==> config.mk <==
export PLATFORM = sky130hd
export DESIGN_NAME = encoder8_sync_flat
export DESIGN_NICKNAME = d
export VERILOG_FILES = /design/src/rtl/encoder8_sync_if.sv /design/src/rtl/encoder8_sync.sv /design/src/flat_wrapper.sv
export SDC_FILE = /design/constraint.sdc
export NUM_CORES = 1
export LEC_CHECK = 0
export ABC_AREA = 1
export CAP_MARGIN = 30
export CORE_MARGIN = 1
export CORE_UTILIZATION = 49
export CTS_CLUSTER_DIAMETER = 50
export CTS_CLUSTER_SIZE = 30
export DETAILED_ROUTE_END_ITERATION = 16
export MAX_ROUTING_LAYER = met4
export PLACE_DENSITY = 0.87
export SLEW_MARGIN = 20
export SYNTH_ARGS = -nofsm -noshare
export SYNTH_HDL_FRONTEND = slang
export SYNTH_SLANG_ARGS = --single-unit
export TNS_END_PERCENT = 100
==> constraint.sdc <==
create_clock -name clk -period 4.68 [get_ports clk]
set_input_delay 0.702 -clock clk [delete_from_list [all_inputs] [get_ports clk]]
set_output_delay 0.702 -clock clk [all_outputs]
set_load 0.01 [all_outputs]
==> src/rtl/encoder8_sync_if.sv <==
// Request/handshake bundle for encoder8_sync: eight request lines in, encoded index out.
interface encoder8_sync_if;
  logic       din_0;
  logic       din_1;
  logic       din_2;
  logic       din_3;
  logic       din_4;
  logic       din_5;
  logic       din_6;
  logic       din_7;
  logic [2:0] sel;
  logic       sel_valid;
  logic       sel_ready;
  logic [3:0] pend_cnt;

  // Requester/consumer side
  modport master (
    output din_0, din_1, din_2, din_3, din_4, din_5, din_6, din_7, sel_ready,
    input  sel, sel_valid, pend_cnt
  );

  // Encoder side
  modport slave (
    input  din_0, din_1, din_2, din_3, din_4, din_5, din_6, din_7, sel_ready,
    output sel, sel_valid, pend_cnt
  );
endinterface

==> src/rtl/encoder8_sync.sv <==
// Registered 8-to-3 request encoder with latched pending set and valid/ready output.
// Define ENCODER8_ROUND_ROBIN_EN for round-robin selection; default is lowest-index priority.
module encoder8_sync (
  input logic             clk,
  input logic             rst_n,
  encoder8_sync_if.slave  bus
);
  localparam int unsigned N  = 8;
  localparam int unsigned IW = 3;
  localparam int unsigned CW = 4;

  logic [N-1:0]  din;
  logic [N-1:0]  clr;
  logic [N-1:0]  pending_q, pending_d;
  logic [IW-1:0] sel_q, sel_d;
  logic          valid_q, valid_d;
  logic [CW-1:0] cnt_q, cnt_d;
  logic [IW-1:0] start_d;
  logic          hs;

  // First set bit of req, searching upward from start with wrap.
  function automatic logic [IW-1:0] pick(input logic [N-1:0] req, input logic [IW-1:0] start);
    logic [IW-1:0] idx;
    logic          found;
    pick  = '0;
    found = 1'b0;
    for (int i = 0; i < int'(N); i++) begin
      idx = start + IW'(i);
      if (!found && req[idx]) begin
        pick  = idx;
        found = 1'b1;
      end
    end
  endfunction

  function automatic logic [CW-1:0] popcount(input logic [N-1:0] req);
    popcount = '0;
    for (int i = 0; i < int'(N); i++) begin
      popcount = popcount + CW'(req[i]);
    end
  endfunction

  assign din = {bus.din_7, bus.din_6, bus.din_5, bus.din_4,
                bus.din_3, bus.din_2, bus.din_1, bus.din_0};
  assign hs  = valid_q & bus.sel_ready;

`ifdef ENCODER8_ROUND_ROBIN_EN
  logic [IW-1:0] ptr_q, ptr_d;

  always_comb begin
    ptr_d = ptr_q;
    if (hs) begin
      ptr_d = sel_q + IW'(1);
    end
  end

  assign start_d = ptr_d;

  always_ff @(posedge clk) begin
    if (!rst_n) begin
      ptr_q <= '0;
    end else begin
      ptr_q <= ptr_d;
    end
  end
`else
  assign start_d = '0;
`endif

  // Next pending set; a new request on the accepted index keeps it pending.
  always_comb begin
    clr       = '0;
    if (hs) begin
      clr = N'(1) << sel_q;
    end
    pending_d = (pending_q & ~clr) | din;
    valid_d   = |pending_d;
    sel_d     = pick(pending_d, start_d);
    cnt_d     = popcount(pending_d);
  end

  // Outputs are registered copies of what the next pending state decodes to.
  always_ff @(posedge clk) begin
    if (!rst_n) begin
      pending_q <= '0;
      sel_q     <= '0;
      valid_q   <= 1'b0;
      cnt_q     <= '0;
    end else begin
      pending_q <= pending_d;
      sel_q     <= sel_d;
      valid_q   <= valid_d;
      cnt_q     <= cnt_d;
    end
  end

  assign bus.sel       = sel_q;
  assign bus.sel_valid = valid_q;
  assign bus.pend_cnt  = cnt_q;
endmodule
==> src/flat_wrapper.sv <==
// flat-port wrapper written by rule: the top's interface ports become plain ports
module encoder8_sync_flat 
  (clk, rst_n, bus_din_0, bus_din_1, bus_din_2, bus_din_3, bus_din_4, bus_din_5, bus_din_6, bus_din_7, bus_sel_ready, bus_sel, bus_sel_valid, bus_pend_cnt);
  encoder8_sync_if bus_i ();
  input logic clk;
  input logic rst_n;
  input wire logic [$bits(bus_i.din_0)-1:0] bus_din_0;
  input wire logic [$bits(bus_i.din_1)-1:0] bus_din_1;
  input wire logic [$bits(bus_i.din_2)-1:0] bus_din_2;
  input wire logic [$bits(bus_i.din_3)-1:0] bus_din_3;
  input wire logic [$bits(bus_i.din_4)-1:0] bus_din_4;
  input wire logic [$bits(bus_i.din_5)-1:0] bus_din_5;
  input wire logic [$bits(bus_i.din_6)-1:0] bus_din_6;
  input wire logic [$bits(bus_i.din_7)-1:0] bus_din_7;
  input wire logic [$bits(bus_i.sel_ready)-1:0] bus_sel_ready;
  output wire logic [$bits(bus_i.sel)-1:0] bus_sel;
  output wire logic [$bits(bus_i.sel_valid)-1:0] bus_sel_valid;
  output wire logic [$bits(bus_i.pend_cnt)-1:0] bus_pend_cnt;
  assign bus_i.din_0 = bus_din_0;
  assign bus_i.din_1 = bus_din_1;
  assign bus_i.din_2 = bus_din_2;
  assign bus_i.din_3 = bus_din_3;
  assign bus_i.din_4 = bus_din_4;
  assign bus_i.din_5 = bus_din_5;
  assign bus_i.din_6 = bus_din_6;
  assign bus_i.din_7 = bus_din_7;
  assign bus_i.sel_ready = bus_sel_ready;
  assign bus_sel = bus_i.sel;
  assign bus_sel_valid = bus_i.sel_valid;
  assign bus_pend_cnt = bus_i.pend_cnt;
  encoder8_sync u_core (.clk(clk), .rst_n(rst_n), .bus(bus_i));
endmodule
# Word level (Yosys, flattened, before mapping)
# Cells that the tools add are included.
# word_totals
register_bits	16
elab_cells	46
output_inout_bits	8
input_bits	11
# classes
mux	15
bitwise	4
n_shift	1
n_reduce_logical	15
addsub	7
# op_table
cell	n
adder 4 x 1 -> 4 bit	6
2-to-1 mux 3 bit	6
AND 8 bit	1
2-to-1 mux 1 bit	8
2-to-1 mux 8 bit	1
NOT 8 bit	1
OR 8 bit	1
OR reduction 8 bit	1
<< shifter 1 x 3 -> 8 bit, first input constant	1
logical AND 1 bit	7
logical NOT 1 bit	7
adder 1 x 1 -> 2 bit	1
AND 1 bit	1

# Depth between registers and ports, before layout
# Gate-level depths: netlist of run 1.
# logic_depth
depth_word	27
depth_mapped	15
depth_no_buf	15

# Worst setup path after synthesis of run 1
# OpenSTA, ideal clock, no wires.
# synth_path
path_type	in2reg
start	input bus_sel_ready
end	register u_core.cnt_q[2], in the netlist u_core.bus.pend_cnt[2]
required_ps	4563
path_slack_ps	1223
n_path_buf	0
setup_ps	117
cell_stages	15
arrival_ps	3339
path_cell_list	nand2_2 nor2_4 nand2_1 nand2_1 nand2_1 inv_1 ha_1 inv_1 fa_1 fa_1 inv_1 fa_1 fa_1 xor2_1 nor2_1
# synth_via
elab_chain_len	12
# synth_rtl
element	line_no	source
from (decl)	flat_wrapper.sv:15	input wire logic [$bits(bus_i.sel_ready)-1:0] bus_sel_ready;
AND 1 bit	encoder8_sync.sv:45	assign hs = valid_q & bus.sel_ready;
2-to-1 mux 8 bit	encoder8_sync.sv:73	if (hs) begin
NOT 8 bit	encoder8_sync.sv:76	pending_d = (pending_q & ~clr) | din;
AND 8 bit	encoder8_sync.sv:76	
OR 8 bit	encoder8_sync.sv:76	
via u_core.pending_d[0]	encoder8_sync.sv:14	logic [N-1:0] pending_q, pending_d;
adder 1 x 1 -> 2 bit	encoder8_sync.sv:39	popcount = popcount + CW'(req[i]);
adder 4 x 1 -> 4 bit (6 in a row)	encoder8_sync.sv:39	
to (signal assigned)	encoder8_sync.sv:93	cnt_q <= cnt_d;
to (decl)	encoder8_sync.sv:17	logic [CW-1:0] cnt_q, cnt_d;
# The timed path passes the listed nets, and every way through them passes these cells.
# A chain may end at the register's enable or synchronous reset.

# Worst setup path in the final report of run 1
# Ends and elaborated chain as after synthesis.

==> results of run 1 <==
## cells by family after synthesis
| logic type | synth area share (%) |
|---|---|
| AO/OA/AOI/OAI | 5.00 |
| XOR/XNOR | 0.946 |
| adder cells (fa/ha/maj) | 15.4 |
| buffers and inverters | 10.9 |
| flip-flops | 34.6 |
| AND/OR/NAND/NOR | 33.1 |
## flip-flops by register name (all words and copies together), names as in the netlist
name and count:
u_core.pending_q 8, u_core.bus.sel_valid 1, u_core.bus.pend_cnt 4, u_core.bus.sel 3
## cell usage in the layout (no fill, tap or decap), drive strengths merged
master,instances
a21oi,5
a41oi,1
clkbuf,3
clkdlybuf4s50,18
clkinv,1
dfxtp,16
fa,4
ha,5
inv,25
nand2,34
nand3,3
nand4,2
nor2,18
nor3,1
o21ai,1
o31ai,1
or2,1
xor2,1
## metal layers
layer	vias to the layer above	wire length, um	GRT usage [%]
li1	401	-	-
met1	327	688	18.7
met2	15	793	34.3
met3	5	61	3.57
met4	0	42	12.7
met5	-	0	-
## per-stage QoR
| stage | cells | setup slack (ns) |
|---|---|---|
| floorplan | 120 | 1.22 |
| global placement | 162 | 0.605 |
| detailed placement | 162 | 0.547 |
| CTS | 165 | 0.839 |
| global route | 165 | 0.661 |
| finish | 165 | 0.860 |
## worst max-delay path: stages
cell and delay, ns:
clkdlybuf4s50_1 0.47, nand2_2 0.09, nor2_4 0.12, nand2_1 0.08
nand2_1 0.06, nand2_1 0.06, inv_1 0.10, ha_1 0.23
inv_1 0.06, fa_1 0.43, fa_1 0.51, inv_1 0.05
fa_1 0.43, fa_1 0.39, xor2_1 0.14, nor2_1 0.05
## power breakdown
group          leakage [nW]  internal, W  switching, W
Clock                0.0138    0.0000299     0.0000418
Sequential            0.133     0.000152    0.00000525
Combinational         0.417    0.0000526     0.0000546
Total                 0.564     0.000234      0.000102
## worst paths after layout
path	startpoint	to	cells after the start
setup / recovery	bus_sel_ready	u_core.bus.pend_cnt[2]$_SDFF_PN0_	16
hold / removal	u_core.pending_q[2]$_SDFF_PN0_	u_core.pending_q[2]$_SDFF_PN0_	2
setup reg to reg	u_core.bus.sel[0]$_SDFF_PN0_	u_core.bus.pend_cnt[2]$_SDFF_PN0_	14
hold reg to reg	u_core.pending_q[2]$_SDFF_PN0_	u_core.pending_q[2]$_SDFF_PN0_	2
## cell type report
class,count,area share (%)
clock buffers,3,1.95
inverters,26,8.44
multi-input cells,77,43.6
well taps,25,2.71
repair buffers,18,15.6
flip-flops and latches,16,27.7
==> flow_metrics.env, run 1 <==
export IMPL_path_clk_slew_ns=0.09
export IMPL_setup_viol=0
export IMPL_fin_setup_tns_ns=0
export IMPL_max_slew_margin_rel_pct=70.0
export IMPL_power_w=0.000336
export IMPL_cp_arrival_ns=3.98
export IMPL_worstSkewPairLatency_ns=0.29
export IMPL_wirelength_mm=1.59
export IMPL_coreArea_sq_um=1750
export IMPL_die_area_sq_um=2070
export IMPL_die_x_um=45.5
export IMPL_first_iter_violations=7
export IMPL_fill_cells=156
export IMPL_grt_overflow=0
export IMPL_finalNetCount=162
export IMPL_start_kind="input pin"
export IMPL_hpwl_mm=1.29
export IMPL_hp_class="reg -> reg"
export IMPL_drive_gt1_share_pct=11.4
export IMPL_first_global_vias=697
export IMPL_seqCellArea_sq_um=320
export IMPL_grt_usage_pct=19.3
export IMPL_gp_congestion=0.786
export IMPL_yosys_warnings=0
export IMPL_crit_fanout=4
export IMPL_ys_seq_area_share_pct=34.6
export IMPL_hold_worst_slack_ns=0.554
export IMPL_wl_per_cell_um=9.61
export IMPL_synth_enable_flop_cells=0
export IMPL_htreeDepth=1
export IMPL_synth_commonest_cells="29 x nand2_1, 24 x inv_1, 16 x dfxtp_1"
export IMPL_antenna_found_initial=0
export IMPL_cts_sinks=16
export IMPL_rsz0062_at_grt="false"
export IMPL_synth_nets=140
export IMPL_boundaryPins=19
export IMPL_required_ns=4.84
export IMPL_grt_max_degree=16
export IMPL_start_util_pct=53.0
export IMPL_holdBufCountCts=0
export IMPL_multi_input_area_sq_um=504
export IMPL_clk_path_buf_depth=2
export IMPL_area_growth_syn_to_layout_pct=24.9
export IMPL_cts_made_buffers=3
export IMPL_yosys_area_top_type="dfxtp_1"
export IMPL_rows=15
export IMPL_finish_utilization_pct=66.2
export IMPL_power_density_nw_per_um2=290
export IMPL_synth_area_leaders="dfxtp_1 35%, nand2_1 12%, inv_1 9.7%, fa_1 8.6%, ha_1 6.8%"
export IMPL_netlist_instances=120
export IMPL_cap_violations=0
export IMPL_io_buffers=18
export IMPL_viasPerCell=4.53
export IMPL_timing_fmax_ghz=0.262
export IMPL_clock_skew_ns=0.00511
export IMPL_cts_root_buf="clkbuf_4"
export IMPL_dpl_cell_area_sq_um=1130
export IMPL_tightest_slew_ns=0.450
export IMPL_status="complete, no violations"
export IMPL_finalInstanceArea_sq_um=1160
export IMPL_synthArstFlopShare_pct=0
export IMPL_vdd_ir_drop_worst_uv=233
export IMPL_worstSetupPathType="in -> reg"
export IMPL_ys_types=24
export IMPL_synth_top_area_share_pct=34.6
export IMPL_leakagePower_nw=0.564
export IMPL_finalCritPeriodShare_pct=81.6
export IMPL_synth_flop_cell="dfxtp_1"
export IMPL_antenna_cells=0
export IMPL_reg2reg_setup_slack_ns=1.36
export IMPL_drv_slew=0
export IMPL_fp_dieH_um=45.5
export IMPL_cts_tree="done"
export IMPL_drc_errors=0
export IMPL_synth_seq_cells=16
export IMPL_grt_pass1_wl_mm=2.68
export IMPL_period_minus_slack_ns=3.82
export IMPL_postCtsSetupRepairBufs=0
export IMPL_drtAntennaViolNets=0
export IMPL_worstSetupEndpointType="flip-flop"
export IMPL_drtPass1Iterations=4
export IMPL_syn_area_sq_um=926
export IMPL_cts_resized_gates=0
export IMPL_post_synth_top_count_cell="nand2_1"
export IMPL_final_hold_viol_count=0
export IMPL_avgSynthCellArea_sq_um=7.72
export IMPL_vias=748
Note: power is estimated with default switching activity, not from simulation.
==> run 2: changes to the inputs <==
- clock period: 4.68 -> 3.62 ns (I/O delays scaled with it)
==> run 2 against run 1 <==
Against the previous run:
- non-clock buffer count up 10
- die area did not move
- critical path depth decreased by 4
- routed wire length is 16% higher
- worst hold slack better by 0.030 ns
- highest routed layer unchanged
==> flow_metrics.env, run 2 (synthesized netlist as in run 1, its figures left out) <==
export IMPL_combinationalPowerShare_pct=32.9
export IMPL_vdd_ir_drop_worst_uv=348
export IMPL_grt_pass1_wl_mm=3.11
export IMPL_cts_tree="done"
export IMPL_htreeDepth=1
export IMPL_drtPass1Iterations=4
export IMPL_rsz0062_at_grt="false"
export IMPL_clk_path_buf_depth=2
export IMPL_first_iter_violations=15
export IMPL_switchingPower_w=0.000145
export IMPL_leakagePower_nw=0.623
export IMPL_coreArea_sq_um=1750
export IMPL_fill_cells=140
export IMPL_required_ns=3.79
export IMPL_hpwl_mm=1.43
export IMPL_max_flop_register="u_core.pending_q"
export IMPL_path_cells="clkdlybuf4s50_1, inv_1, nand2_1, inv_2, ha_1, inv_2, fa_1, fa_1, inv_1, fa_2, fa_2, nor2_1"
export IMPL_cp_slowest_cell="fa_2"
export IMPL_stdcell_count=176
export IMPL_start_kind="input pin"
export IMPL_finalCritPeriodShare_pct=92.0
export IMPL_largest_register_ffs=8
export IMPL_crit_fanout=2
export IMPL_hp_class="reg -> reg"
export IMPL_power_density_nw_per_um2=382
export IMPL_max_slew_margin_rel_pct=70.1
export IMPL_period_minus_slack_ns=3.33
export IMPL_sequentialPowerShare_pct=42.0
export IMPL_grt_max_degree=16
export IMPL_timing_critical_path_buf_inv=5
export IMPL_dp_cells=171
export IMPL_clock_skew_ns=0.00623
export IMPL_slowest_delay_ns=0.54
export IMPL_worstSkewPairLatency_ns=0.29
export IMPL_die_x_um=45.5
export IMPL_cts_root_buf="clkbuf_4"
export IMPL_antenna_found_initial=0
export IMPL_drc_errors=0
export IMPL_cts_sinks=16
export IMPL_antenna_cells=0
export IMPL_p_clk_share_pct=25.1
export IMPL_gp_congestion=0.807
export IMPL_die_area_sq_um=2070
export IMPL_cp_startpoint="bus_din_0"
export IMPL_drive_gt1_share_pct=22.5
export IMPL_finalInstanceArea_sq_um=1260
export IMPL_setup_viol=0
export IMPL_dpl_cell_area_sq_um=1200
export IMPL_status="complete, no violations"
export IMPL_crit_family="adder cells"
export IMPL_seqCellArea_sq_um=320
export IMPL_area_growth_syn_to_layout_pct=36.6
export IMPL_cts_made_buffers=3
export IMPL_rows=15
export IMPL_fp_dieH_um=45.5
export IMPL_final_common_cell="nand2_1"
export IMPL_boundaryPins=19
export IMPL_drv_slew=0
export IMPL_wirelength_mm=1.84
export IMPL_vias=807
export IMPL_hold_start="u_core.pending_q[2]$_SDFF_PN0_"
export IMPL_start_util_pct=53.0
export IMPL_grt_overflow=0
export IMPL_multi_input_area_sq_um=522
export IMPL_finalNetCount=172
export IMPL_wl_per_cell_um=10.5
export IMPL_sw_frac_of_total_pct=30.1
export IMPL_fin_setup_tns_ns=0
export IMPL_path_clk_slew_ns=0.10
export IMPL_cp_arrival_ns=3.50
export IMPL_final_hold_viol_count=0
export IMPL_p_int_w=0.000337
export IMPL_reg2reg_from="u_core.bus.sel[0]$_SDFF_PN0_"
export IMPL_layout_common_cells="27 x nand2_1, 22 x inv_1, 17 x clkdlybuf4s50_1, 16 x dfxtp_1, 14 x nor2_1"
export IMPL_first_global_vias=768
export IMPL_drtAntennaViolNets=0
export IMPL_cap_violations=0
export IMPL_viasPerCell=4.59
export IMPL_grt_usage_pct=22.0
export IMPL_io_buffers=18
export IMPL_timing_fmax_ghz=0.300
export IMPL_worstSetupPathType="in -> reg"
export IMPL_worstSetupEndpointType="flip-flop"
export IMPL_tightest_slew_ns=0.448
## run 2: changes by cell type in the layout (fill, tap and decap cells not counted), sizes merged
cell,delta
dlymetal6s2s,+1
buf,+10
clkdlybuf4s50,-1
clkbuf,+1
## run 2: layout make-up
| type | instances | share of cell area, % |
|---|---|---|
| Multi-Input combinational cell | 77 | 41.2 |
| Sequential cell | 16 | 25.3 |
| Timing Repair Buffer | 28 | 20.4 |
| Inverter | 26 | 7.72 |
| Clock buffer | 4 | 2.87 |
| Tap cell | 25 | 2.47 |
## run 2: worst register-to-register path, cell delays in order (launching register included)
cell and delay, ns:
dfxtp_1 0.41, inv_1 0.06, nor2_1 0.17, nand2_2 0.08, nand2_1 0.06, nand2_1 0.07
ha_1 0.29, inv_2 0.04, fa_1 0.47, fa_1 0.49, inv_1 0.06, fa_2 0.41
fa_2 0.54, nor2_1 0.04
## run 2: repair_timing
item | CTS | global route
pin swaps | 0 | 7
buffers inserted | 0 | 1
setup endpoints to repair | 1 | 2
hold buffers | 0 | 0
resized for setup | 1 | 7
## run 2: metrics by stage
stage               utilization, %  power [W]  hold WS [ns]  worst slack, ns
floorplan                        -   0.000293         0.492            0.322
global placement              68.8   0.000350         0.514           -0.234
detailed placement            68.8   0.000357         0.530           -0.343
CTS                           71.0   0.000476         0.577           0.0303
global route                  72.5   0.000513         0.611            0.124
finish                        72.5   0.000483         0.584            0.290
## run 2: layer usage
layer | share of wire, % | global-route usage [%] | wire (um)
met3 | 4.1 | 3.57 | 75
met5 | 0 | - | 0
met2 | 54 | 39.4 | 991
met1 | 41 | 24.4 | 754
met4 | 1.1 | 7.27 | 21
## run 2: path summary, 6_finish.rpt
| kind | to | slack [ns] | depth (start not counted) |
|---|---|---|---|
| max | u_core.bus.pend_cnt[1]$_SDFF_PN0_ | 0.29 | 12 |
| min | u_core.pending_q[2]$_SDFF_PN0_ | 0.58 | 2 |
| max reg2reg | u_core.bus.pend_cnt[1]$_SDFF_PN0_ | 0.32 | 13 |
| min reg2reg | u_core.pending_q[2]$_SDFF_PN0_ | 0.58 | 2 |
## run 2: power groups by stage
stage | logic (W) | registers (W) | clock network [W]
floorplan | 0.0000798 | 0.000213 | 0
global placement | 0.000144 | 0.000206 | 0
detailed placement | 0.000150 | 0.000207 | 0
CTS | 0.000153 | 0.000203 | 0.000121
global route | 0.000180 | 0.000205 | 0.000128
finish | 0.000159 | 0.000202 | 0.000121
==> run 3: changes to the inputs <==
- GPL_TIMING_DRIVEN: unset -> 1
- clock period: 3.62 -> 3.5 ns (I/O delays scaled with it)
==> run 3 against run 2 <==
Against the previous run:
- sequential share of layout area grew 0.62 points
- worst hold slack got worse by 0.030 ns
- cell count is 1.7% lower
- routed wire length rose by 2.4%
- clock power is 17% lower
- clock skew is 0.0048 ns lower
- register-to-register slack worse by 0.10 ns
- power down 2.8%
- via count is 0.25% higher
- combinational power hardly changed
- critical path depth rose by 3
- die area did not move
==> flow_metrics.env, run 3 (synthesized netlist as in run 1, its figures left out) <==
export IMPL_clock_skew_ns=0.00147
export IMPL_post_place_ws_ns=-0.476
export IMPL_leakagePower_nw=0.598
export IMPL_worstSetupEndpointType="flip-flop"
export IMPL_first_iter_violations=19
export IMPL_cts_tree="done"
export IMPL_vias=809
export IMPL_slowest_delay_ns=0.50
export IMPL_largest_register_ffs=8
export IMPL_start_util_pct=53.0
export IMPL_drtPass1Iterations=4
export IMPL_worstSetupPathType="in -> reg"
export IMPL_timing_critical_path_buf_inv=3
export IMPL_power_density_nw_per_um2=380
export IMPL_rows=15
export IMPL_tightest_slew_ns=0.450
export IMPL_drive_gt1_share_pct=20.3
export IMPL_path_clk_slew_ns=0.09
export IMPL_rsz0062_at_grt="false"
export IMPL_hp_class="reg -> reg"
export IMPL_cts_made_buffers=3
export IMPL_gp_congestion=0.857
export IMPL_status="complete, no violations"
export IMPL_boundaryPins=19
export IMPL_holdBufCountCts=0
export IMPL_clk_path_buf_depth=2
export IMPL_final_hold_viol_count=0
export IMPL_power_w=0.000469
export IMPL_path_cells="dlygate4sd2_1, nand2_2, nor2_4, nand2_1, nand2_1, nand2_2, ha_4, inv_2, fa_1, fa_1, inv_2, fa_2, fa_2, xor2_1, nor2_1"
export IMPL_drc_errors=0
export IMPL_cts_root_buf="clkbuf_4"
export IMPL_area_growth_syn_to_layout_pct=33.4
export IMPL_crit_fanout=4
export IMPL_grt_overflow=0
export IMPL_max_flop_register="u_core.pending_q"
export IMPL_start_kind="input pin"
export IMPL_grt_usage_pct=23.9
export IMPL_htreeDepth=1
export IMPL_die_area_sq_um=2070
export IMPL_setup_ws_ns=0.189
export IMPL_antenna_found_initial=0
export IMPL_die_x_um=45.5
export IMPL_timing_fmax_ghz=0.302
export IMPL_grt_pass1_wl_mm=3.25
export IMPL_viasPerCell=4.68
export IMPL_period_minus_slack_ns=3.31
export IMPL_cts_sinks=16
export IMPL_dp_cells=168
export IMPL_first_global_vias=814
export IMPL_max_slew_margin_rel_pct=70.0
export IMPL_coreArea_sq_um=1750
export IMPL_finalCritPeriodShare_pct=94.6
export IMPL_stdcell_count=173
export IMPL_layout_common_cells="28 x nand2_1, 22 x inv_1, 17 x clkdlybuf4s50_1, 16 x dfxtp_1, 14 x nor2_1"
export IMPL_drv_slew=0
export IMPL_antenna_cells=0
export IMPL_cp_slowest_cell="fa_1"
export IMPL_worstSkewPairLatency_ns=0.29
export IMPL_setup_viol=0
export IMPL_wl_per_cell_um=10.9
export IMPL_final_common_cell="nand2_1"
export IMPL_io_buffers=18
export IMPL_wirelength_mm=1.89
export IMPL_cap_violations=0
export IMPL_cp_arrival_ns=3.49
export IMPL_crit_family="adder cells"
export IMPL_hpwl_mm=1.48
export IMPL_grt_max_degree=16
export IMPL_drtAntennaViolNets=0
export IMPL_required_ns=3.68
export IMPL_vdd_ir_drop_worst_uv=344
export IMPL_finalNetCount=170
export IMPL_fp_dieH_um=45.5
-- run 3: cell count changes in the layout (fill, tap and decap cells not counted), sizes merged --
cell | previous run | this run
buf | 10 | 8
clkbuf | 4 | 3
dlygate4sd2 | 0 | 1
dlymetal6s2s | 1 | 0
-- run 3: layer usage --
metal  up-vias  part of all wire (%)  wire [um]  track usage, %
met5         -                     0          0               -
met4         0                   3.2         60            17.0
met3         5                   3.1         59            4.76
met2        19                    53       1000            42.9
met1       371                    40        763            22.2
li1        414                     -          -               -
-- run 3: repair_timing --
| action | 4_1_cts | 5_1_grt |
|---|---|---|
| buffers inserted | 2 | 0 |
| setup endpoints to repair | 2 | 0 |
| hold endpoints to repair | 0 | 0 |
| gates resized for setup | 7 | 0 |
-- run 3: path summary, 6_finish.rpt --
kind,cells past startpoint,start,slack (ns),endpoint
min,2,u_core.pending_q[2]$_SDFF_PN0_,0.55,u_core.pending_q[2]$_SDFF_PN0_
min reg2reg,2,u_core.pending_q[2]$_SDFF_PN0_,0.55,u_core.pending_q[2]$_SDFF_PN0_
max,15,bus_sel_ready,0.19,u_core.bus.pend_cnt[2]$_SDFF_PN0_
max reg2reg,14,u_core.bus.sel[0]$_SDFF_PN0_,0.22,u_core.bus.pend_cnt[2]$_SDFF_PN0_
-- run 3: area by class of cell --
cell class	count	area [sq um]
repair buffers	26	239
well taps	25	31.3
inverters	26	97.6
fillers	135	510
clock buffers	3	22.5
multi-input cells	77	524
flip-flops and latches	16	320
-- run 3: worst reg2reg max path: cells and delay by family (launching register included) --
| kind | cells | cell delay [ns] |
|---|---|---|
| DFF | 1 | 0.41 |
| xor gates and xnor gates | 1 | 0.17 |
| adders and majority gates | 5 | 2.00 |
| buffers and inverters | 3 | 0.13 |
| and+or+nand+nor | 5 | 0.45 |
-- run 3: power by group --
part	switching [W]	internal [W]
clock network	0.0000599	0.0000401
logic	0.0000794	0.0000797
registers	0.00000743	0.000203
-- run 3: per-stage QoR --
step	util, %	TNS (ns)	hold WS, ns	instance area (sq um)
CTS	70.8	0	0.558	1230
global route	70.8	0	0.619	1230
floorplan	-	0	0.492	926
global placement	67.5	-0.691	0.513	1180
finish	70.8	0	0.555	1230
detailed placement	67.5	-0.925	0.536	1180
